==> config.mk <==
export PLATFORM = sky130hd
export DESIGN_NAME = alarm_trigger
export DESIGN_NICKNAME = d
export VERILOG_FILES = /design/src/rtl/alarm_trigger_pkg.sv /design/src/rtl/alarm_tone_gen.sv /design/src/rtl/alarm_trigger.sv
export SDC_FILE = /design/constraint.sdc
export NUM_CORES = 1
export LEC_CHECK = 0
export BUFFER_PORTS_ARGS = -buffer_cell sky130_fd_sc_hd__buf_2
export CAP_MARGIN = 20
export CORE_MARGIN = 4
export CORE_UTILIZATION = 30
export DETAILED_ROUTE_END_ITERATION = 10
export PLACE_DENSITY = 0.54
export SLEW_MARGIN = 20
export SYNTH_ARGS = -nofsm -noshare
export SYNTH_HDL_FRONTEND = slang
export SYNTH_HIERARCHICAL = 1
export SYNTH_SLANG_ARGS = --single-unit
export TNS_END_PERCENT = 30
==> constraint.sdc <==
create_clock -name clk -period 4 [get_ports clk]
set_input_delay 0.6 -clock clk [delete_from_list [all_inputs] [get_ports clk]]
set_output_delay 0.6 -clock clk [all_outputs]
set_load 0.05 [all_outputs]
==> src/rtl/alarm_trigger_pkg.sv <==
// Shared types and defaults for the alarm trigger, its tone generator and the
// display/top-level logic that reuses the ring and snooze timing values.
package alarm_trigger_pkg;

  typedef enum logic [1:0] {
    IDLE   = 2'd0,
    RING   = 2'd1,
    SNOOZE = 2'd2
  } alarm_state_t;

  localparam logic [3:0] BCD_ZERO = 4'd0;

  localparam int DEF_TONE_DIV    = 500;
  localparam int DEF_RING_SECS   = 60;
  localparam int DEF_SNOOZE_SECS = 300;
  localparam int DEF_MAX_SNOOZE  = 3;

  function automatic int max_int(input int a, input int b);
    return (a > b) ? a : b;
  endfunction

  // Only 00..23 in BCD is a real hour; anything else must never match.
  function automatic logic bcd_hour_valid(input logic [3:0] tens, input logic [3:0] ones);
    return ((tens < 4'd2) && (ones <= 4'd9)) || ((tens == 4'd2) && (ones <= 4'd3));
  endfunction

endpackage

==> src/rtl/alarm_tone_gen.sv <==
// Square-wave tone source: toggles every TONE_DIV clocks while enabled and
// restarts from a known phase (divider 0, tone low) whenever disabled.
module alarm_tone_gen
  import alarm_trigger_pkg::*;
#(
  parameter int TONE_DIV = DEF_TONE_DIV
) (
  input  logic clk,
  input  logic CLR_n,
  input  logic en,
  output logic tone
);

  localparam int DIV_W = (TONE_DIV > 1) ? $clog2(TONE_DIV) : 1;
  localparam logic [DIV_W-1:0] DIV_LAST = DIV_W'(TONE_DIV - 1);

  logic [DIV_W-1:0] div_q, div_d;
  logic             tone_q, tone_d;

  always_comb begin
    div_d  = div_q;
    tone_d = tone_q;
    if (!en) begin
      div_d  = '0;
      tone_d = 1'b0;
    end else if (div_q == DIV_LAST) begin
      div_d  = '0;
      tone_d = ~tone_q;
    end else begin
      div_d = div_q + DIV_W'(1);
    end
  end

  always_ff @(posedge clk or posedge CLR_n) begin
    if (CLR_n) begin
      div_q  <= '0;
      tone_q <= 1'b0;
    end else begin
      div_q  <= div_d;
      tone_q <= tone_d;
    end
  end

  assign tone = tone_q;

endmodule

==> src/rtl/alarm_trigger.sv <==
// Alarm sequencer: fires at HH:00:00 of the set hour, then handles ringing,
// snooze and auto-timeout, and drives the buzzer and status outputs.
module alarm_trigger
  import alarm_trigger_pkg::*;
#(
  parameter int TONE_DIV    = DEF_TONE_DIV,
  parameter int RING_SECS   = DEF_RING_SECS,
  parameter int SNOOZE_SECS = DEF_SNOOZE_SECS,
  parameter int MAX_SNOOZE  = DEF_MAX_SNOOZE
) (
  input  logic       clk,
  input  logic       CLR_n,
  input  logic       sec_tick,
  input  logic [3:0] cur_hour_tens,
  input  logic [3:0] cur_hour_ones,
  input  logic [3:0] cur_min_tens,
  input  logic [3:0] cur_min_ones,
  input  logic [3:0] cur_sec_tens,
  input  logic [3:0] cur_sec_ones,
  input  logic [3:0] alarm_hour_setting_tens,
  input  logic [3:0] alarm_hour_setting_ones,
  input  logic       alarm_enable,
  input  logic       isSettingAlarm,
  input  logic       stop_btn,
  input  logic       snooze_btn,
  output logic       buzzer,
  output logic       ringing,
  output logic       snoozing,
  output logic [1:0] snooze_cnt
);

  localparam int SEC_W = $clog2(max_int(RING_SECS, SNOOZE_SECS) + 1);
  localparam logic [SEC_W-1:0] RING_LAST   = SEC_W'(RING_SECS - 1);
  localparam logic [SEC_W-1:0] SNOOZE_LAST = SEC_W'(SNOOZE_SECS - 1);
  localparam logic [1:0]       SNOOZE_LIM  = 2'(MAX_SNOOZE);

  alarm_state_t     state_q, state_d;
  logic [SEC_W-1:0] sec_cnt_q, sec_cnt_d;
  logic [1:0]       snooze_cnt_q, snooze_cnt_d;
  logic             match_q, match_d;
  logic             match_prev_q, match_prev_d;
  logic             buzzer_q, buzzer_d;
  logic             trigger;
  logic             tone;
  logic             ring_en;

  alarm_tone_gen #(
    .TONE_DIV(TONE_DIV)
  ) u_tone (
    .clk  (clk),
    .CLR_n(CLR_n),
    .en   (ring_en),
    .tone (tone)
  );

  // Only the 0->1 edge of the registered match fires, so a held time rings once.
  assign trigger = match_q && !match_prev_q;

  always_ff @(posedge clk or posedge CLR_n) begin
    if (CLR_n) begin
      state_q      <= IDLE;
      sec_cnt_q    <= '0;
      snooze_cnt_q <= '0;
      match_q      <= 1'b0;
      match_prev_q <= 1'b0;
      buzzer_q     <= 1'b0;
    end else begin
      state_q      <= state_d;
      sec_cnt_q    <= sec_cnt_d;
      snooze_cnt_q <= snooze_cnt_d;
      match_q      <= match_d;
      match_prev_q <= match_prev_d;
      buzzer_q     <= buzzer_d;
    end
  end

  always_comb begin
    state_d      = state_q;
    sec_cnt_d    = sec_cnt_q;
    snooze_cnt_d = snooze_cnt_q;
    match_prev_d = match_q;
    match_d      = alarm_enable && !isSettingAlarm
                && bcd_hour_valid(alarm_hour_setting_tens, alarm_hour_setting_ones)
                && (cur_hour_tens == alarm_hour_setting_tens)
                && (cur_hour_ones == alarm_hour_setting_ones)
                && (cur_min_tens == BCD_ZERO) && (cur_min_ones == BCD_ZERO)
                && (cur_sec_tens == BCD_ZERO) && (cur_sec_ones == BCD_ZERO);

    // Disable outranks everything; then stop beats snooze, and buttons beat timeouts.
    if (!alarm_enable) begin
      state_d      = IDLE;
      sec_cnt_d    = '0;
      snooze_cnt_d = '0;
    end else begin
      case (state_q)
        IDLE: begin
          if (trigger) begin
            state_d      = RING;
            sec_cnt_d    = '0;
            snooze_cnt_d = '0;
          end
        end
        RING: begin
          if (stop_btn) begin
            state_d = IDLE;
          end else if (snooze_btn) begin
            if (snooze_cnt_q < SNOOZE_LIM) begin
              state_d      = SNOOZE;
              snooze_cnt_d = snooze_cnt_q + 2'd1;
              sec_cnt_d    = '0;
            end else begin
              state_d = IDLE;
            end
          end else if (sec_tick) begin
            if (sec_cnt_q == RING_LAST) begin
              state_d   = IDLE;
              sec_cnt_d = '0;
            end else begin
              sec_cnt_d = sec_cnt_q + SEC_W'(1);
            end
          end
        end
        SNOOZE: begin
          if (stop_btn) begin
            state_d = IDLE;
          end else if (sec_tick) begin
            if (sec_cnt_q == SNOOZE_LAST) begin
              state_d   = RING;
              sec_cnt_d = '0;
            end else begin
              sec_cnt_d = sec_cnt_q + SEC_W'(1);
            end
          end
        end
        default: state_d = IDLE;
      endcase
    end

    // Beep only on even seconds of the ring period.
    buzzer_d = alarm_enable && (state_q == RING) && tone && !sec_cnt_q[0];
  end

  always_comb begin
    ringing    = (state_q == RING);
    snoozing   = (state_q == SNOOZE);
    ring_en    = (state_q == RING);
    snooze_cnt = snooze_cnt_q;
    buzzer     = buzzer_q;
  end

endmodule

* Word level (Yosys, flattened, before mapping)
Cells that the tools add are included.
Word-level totals: bits in registers 26, latch bits 0, bits in writable memories 0, bits in read-only memories 0, input port bits 39, output and inout port bits 5, logic and storage cells 97, memories kept 0
Cells by class: add/subtract/negate cells 3, multipliers 0, div/mod/pow operators 0, magnitude comparators 4, equal/unequal tests 23, shift-type cells 0, multiplexer cells 32, bitwise operators 1, reductions and logical operators 26
Operators by type and width (number):
- $mux 9 | 12
- $mux 2 | 15
- $pmux 9 s3 | 1
- $add 9x1->9 const B | 2
- $eq 9x9->1 const B | 2
- $ne 3x3->1 const B | 6
- $logic_not 4->1 | 4
- $logic_and 1x1->1 | 14
- $ne 4x4->1 const B | 3
- $ne 5x5->1 const B | 2
- $reduce_and 5->1 | 2
- $eq 9x6->1 const B | 1
- $eq 4x4->1 | 2
- $reduce_and 7->1 | 1
- $pmux 2 s3 | 1
- $eq 4x2->1 const B | 1
- $le 4x2->1 const B | 1
- $le 4x4->1 const B | 1
- $lt 4x2->1 const B | 1
- $ne 4x1->1 const B | 1
- $ne 4x3->1 const B | 1
- $pmux 2 s2 | 1
- $logic_not 1->1 | 3
- $ne 3x1->1 const B | 1
- 9 further kinds | 10

* Logic depth before layout (Yosys ltp)
word-level depth 10, gate-level depth with buffers 7

* Hierarchy
Netlist, hierarchy kept.
Modules (own cells, without submodules):
- alarm_trigger | instances 1, cells an instance 116, area an instance 1147.4 um^2, seq. area each 400.4 um^2
- alarm_tone_gen | instances 1, cells an instance 56, area an instance 548.0 um^2, seq. area each 250.2 um^2

* Least setup slack after synthesis
No wires, ideal clock.
path type register to register, start point reg state_q[1], end point reg sec_cnt_q[0], setup time 0.125 ns, arrival 2.044 ns, required time 3.875 ns, setup slack 1.831 ns, stages on the path, launching flop included 8, buffers on the path 0, clock period less this slack 2.169 ns, path through dfrtp_1 inv_1 ha_1 and2b_4 o21ai_2 o2111ai_4 nor2_8 mux2_4
Between the ends: word-level cells in the longest chain between the ends 3, elaborated cells on any way between the ends 13
Ends and longest elaborated chain:
- from (decl) | RTL line alarm_trigger.sv:37 | alarm_state_t state_q, state_d;
- from (signal assigned) | RTL line alarm_trigger.sv:68 | state_q <= state_d;
- $eq 2x1->1 *
- named net ringing | RTL line alarm_trigger.sv:27 | output logic ringing,
- $ne 4x1->1 (no source line) (tied with other cells)
- $reduce_and 7->1 (no source line) or $mux 9 (tied branches)
- to (signal assigned) | RTL line alarm_trigger.sv:69 | sec_cnt_q <= sec_cnt_d;
- to (decl) | RTL line alarm_trigger.sv:38 | logic [SEC_W-1:0] sec_cnt_q, sec_cnt_d;
Mark *: on every way through the listed nets, which the timed path passes. The rest lies on a longest branch. A chain may end at the register's enable or synchronous reset.

* Worst setup path after layout
start point reg state_q[1], end point out ringing
Between the ends: word-level cells in the longest chain between the ends 1
Ends and longest elaborated chain:
- $eq 2x1->1 | RTL line alarm_trigger.sv:144 | ringing = (state_q == RING);
- to (decl) | RTL line alarm_trigger.sv:27
Every way passes these cells.

==> results.tsv <==
stage	metric	value	unit
setup_path	end_kind	primary output	
placement	place.port_buffers	43	
clock_network	cts_resized	0	
floorplan	fp.dieW	83.2	um
timing	final.setup_skew	11.0	ps
setup_path	ff2ff_setup_slack	1800	ps
floorplan	die_y	83.2	um
drt	wl_per_cell	12.6	um
run_status	status	finished clean	
setup_path	worstSetupPathType	register to primary output	
grt	overflow	0	
clock_network	ctsHtreeMaxLevel	1	
yosys	synth.net_count	218	
setup_path	r2r_start	state_q[1]$_DFFE_PP0P_	
pwr	powerDensity	384	nW/um2
yosys	synth-edff-count	0	
setup_path	r2r_cells	7	
setup_path	cp.depth	3	
clock_network	cts.sinks	26	
clock_network	clk_latency	270	ps
setup_path	crit_fanout	19	
placement	hpwlAfterDp	2910	um
final_layout	final_cell_mix	buf_2, dfrtp_1, inv_1	
floorplan	rows	27	
drt	dr_total_vias	1448	
grt	grt_max_degree	20	
drt	ant_nets	0	
floorplan	core	5510	um2
yosys	avgSynthCellArea	9.86	um2
timing	final-setup-viol-count	0	
setup_path	critical_path.cell_chain	inv_1 > ha_1 > buf_2	
timing	fin_crit_sh	58.6	%
setup_path	cp_slowest_cell	ha_1	
pwr	power_leakage	0.943	nW
floorplan	initial_core_util	30.8	%
grt	track_usage	11.0	%
timing	worst_pin_slew	650	ps
clock_network	cts_buffers	3	
setup_path	cp-startpoint	state_q[1]$_DFFE_PP0P_	
final_layout	areaGrowthSynthToFinish	21.3	%
setup_path	crit_arrival	1740	ps
clock_network	cts_setup_buffers	0	
clock_network	clockBufferDepth	2	
min_path	hp-class	primary input to async pin	
yosys	synth_cells	172	
clock_network	cts_root_buf	clkbuf_8	
timing	fin_setup_tns	0	ps
yosys	syn_area	1700	um2
floorplan	dieArea	6920	um2
timing	hold_viol_final	0	
setup_path	setup.worst_path.end	ringing	
setup_path	required	3400	ps
placement	place_congestion	0.762	
final_layout	nNetsFinal	263	
drt	wl	3640	um
setup_path	start_kind	register	
setup_path	cp_num_buf_inv	2	
drt	vias_per_cell	5.03	
timing	worst_slack	1660	ps
setup_path	max_stage_delay	580	ps
final_layout	layout_commonest_cell	buf_2	
yosys	ys_seq_area_share	38.4	%
final_layout	drive_gt1_share	28.7	%
clock_network	cts_hold_buf	0	
setup_path	rr_endpoint	state_q[0]$_DFFE_PP0P_	
yosys	synth_flop_cell	dfrtp_1	
clock_network	cts_tree	done	
timing	fmax	427	MHz
yosys	yosysUniqueCellTypes	55	
setup_path	cp_top_family	adder cells	
drt	drtPass1Iterations	4	
timing	rsz0062_at_grt	false	
floorplan	ioPinCount	44	
yosys	synthArstFlopShare	100	%
drt	drt-initial-drc-count	28	
grt	grt_pass1_vias	1437	
clock_network	clk_pin_slew_worst_paths	100	ps
drt	drc_errors	0	
timing	slew_violations	0	
timing	period_needed	2340	ps
job	maxCapViolations	0	
final_layout	n_antenna_cell	0	
yosys	yosysWarningCount	6	
placement	place_ws	1780	ps
pwr	peakVddDrop	150	uV
grt	grt_antenna_before_repair	0	
grt	grt_pass1_wl	6560	um
yosys	synth-seq-cells	26	
timing	slew_headroom	56.6	%
[through the flow]
stage	instances	util [%]	hold WS, ps	area [um2]	total power [W]
floorplan	172	-	354	1700	0.000510
global placement	284	36.0	370	1980	0.000575
detailed placement	284	36.0	372	1980	0.000578
CTS	288	37.3	316	2060	0.000798
global route	288	37.3	320	2060	0.000842
finish	288	37.3	297	2060	0.000789
[flip-flops by register name (all words and copies together) (netlist names)]
register      cells
sec_cnt_q         9
buzzer            1
match_prev_d      1
match_prev_q      1
state_q           2
snooze_cnt        2
u_tone/tone       1
u_tone/div_q      9
[kinds of logic after synthesis]
kind of cell / share of synthesized area, %
xor gates and xnor gates: 3.62
and+or+nand+nor: 23.7
adders and majority gates: 5.17
DFF: 38.4
buffers and inverters: 3.84
muxes: 2.07
AOI/OAI and AO/OA: 23.2
[worst min path at each step]
stage,end,from,slack (ps)
CTS,u_tone/div_q[6]$_DFF_PP0_,CLR_n,320
global route,u_tone/div_q[0]$_DFF_PP0_,CLR_n,320
detailed placement,match_prev_q$_DFF_PP0_,match_prev_d$_DFF_PP0_,370
floorplan,match_prev_q$_DFF_PP0_,match_prev_d$_DFF_PP0_,350
finish,u_tone/div_q[5]$_DFF_PP0_,CLR_n,300
global placement,match_prev_q$_DFF_PP0_,match_prev_d$_DFF_PP0_,370
[area by class of cell]
type / count / area [um2]
sequential: 26 / 651
timing repair buffer: 43 / 215
inverter: 13 / 48.8
multi-input combinational: 130 / 980
fill: 566 / 3450
clock buffer: 3 / 41.3
clock inverter: 1 / 30.0
tap: 72 / 90.1
[worst reg2reg max path, stage by stage (launching register included)]
cell	delay [ps]
dfrtp_1	410
inv_1	110
ha_1	580
and2b_4	290
o21ai_2	90
a211oi_1	390
nor2_1	100
o22ai_1	170
[routing by layer]
metal,up-vias,track usage [%],part of all wire (%)
met5,-,0,0
met4,0,2.23,0.41
met3,2,2.28,5.6
met2,35,18.2,47
met1,676,14.8,47
li1,735,-,-
[report_power, final]
part           switching, W  internal (W)  total [W]
Clock             0.0000850      0.000134   0.000219
Sequential        0.0000188      0.000281   0.000299
Combinational      0.000169      0.000102   0.000271
Total              0.000273      0.000516   0.000789
[cells in the mapped netlist (2+ instances only)]
| cell | instances | area, um2 |
|---|---|---|
| nand3b_1 | 2 | 15.0 |
| nand2b_1 | 2 | 12.5 |
| nor3_1 | 5 | 25.0 |
| dfrtp_1 | 26 | 651 |
| o21ai_2 | 2 | 17.5 |
| nor2_1 | 10 | 37.5 |
| a22o_1 | 8 | 70.1 |
| mux2i_1 | 2 | 20.0 |
| and3_1 | 3 | 18.8 |
| nand3_1 | 6 | 30.0 |
| nor2b_1 | 4 | 25.0 |
| ha_1 | 7 | 87.6 |
| o21ai_1 | 8 | 40.0 |
| a21oi_1 | 5 | 25.0 |
| nand4_1 | 3 | 18.8 |
| o22ai_1 | 2 | 12.5 |
| o21ai_0 | 6 | 30.0 |
| o211ai_1 | 2 | 15.0 |
| inv_1 | 13 | 48.8 |
| or3_1 | 2 | 12.5 |
| xnor2_1 | 6 | 52.6 |
| nand2_1 | 10 | 37.5 |
| nor4_1 | 6 | 37.5 |
No activity file was read; power rests on OpenSTA's default activity.
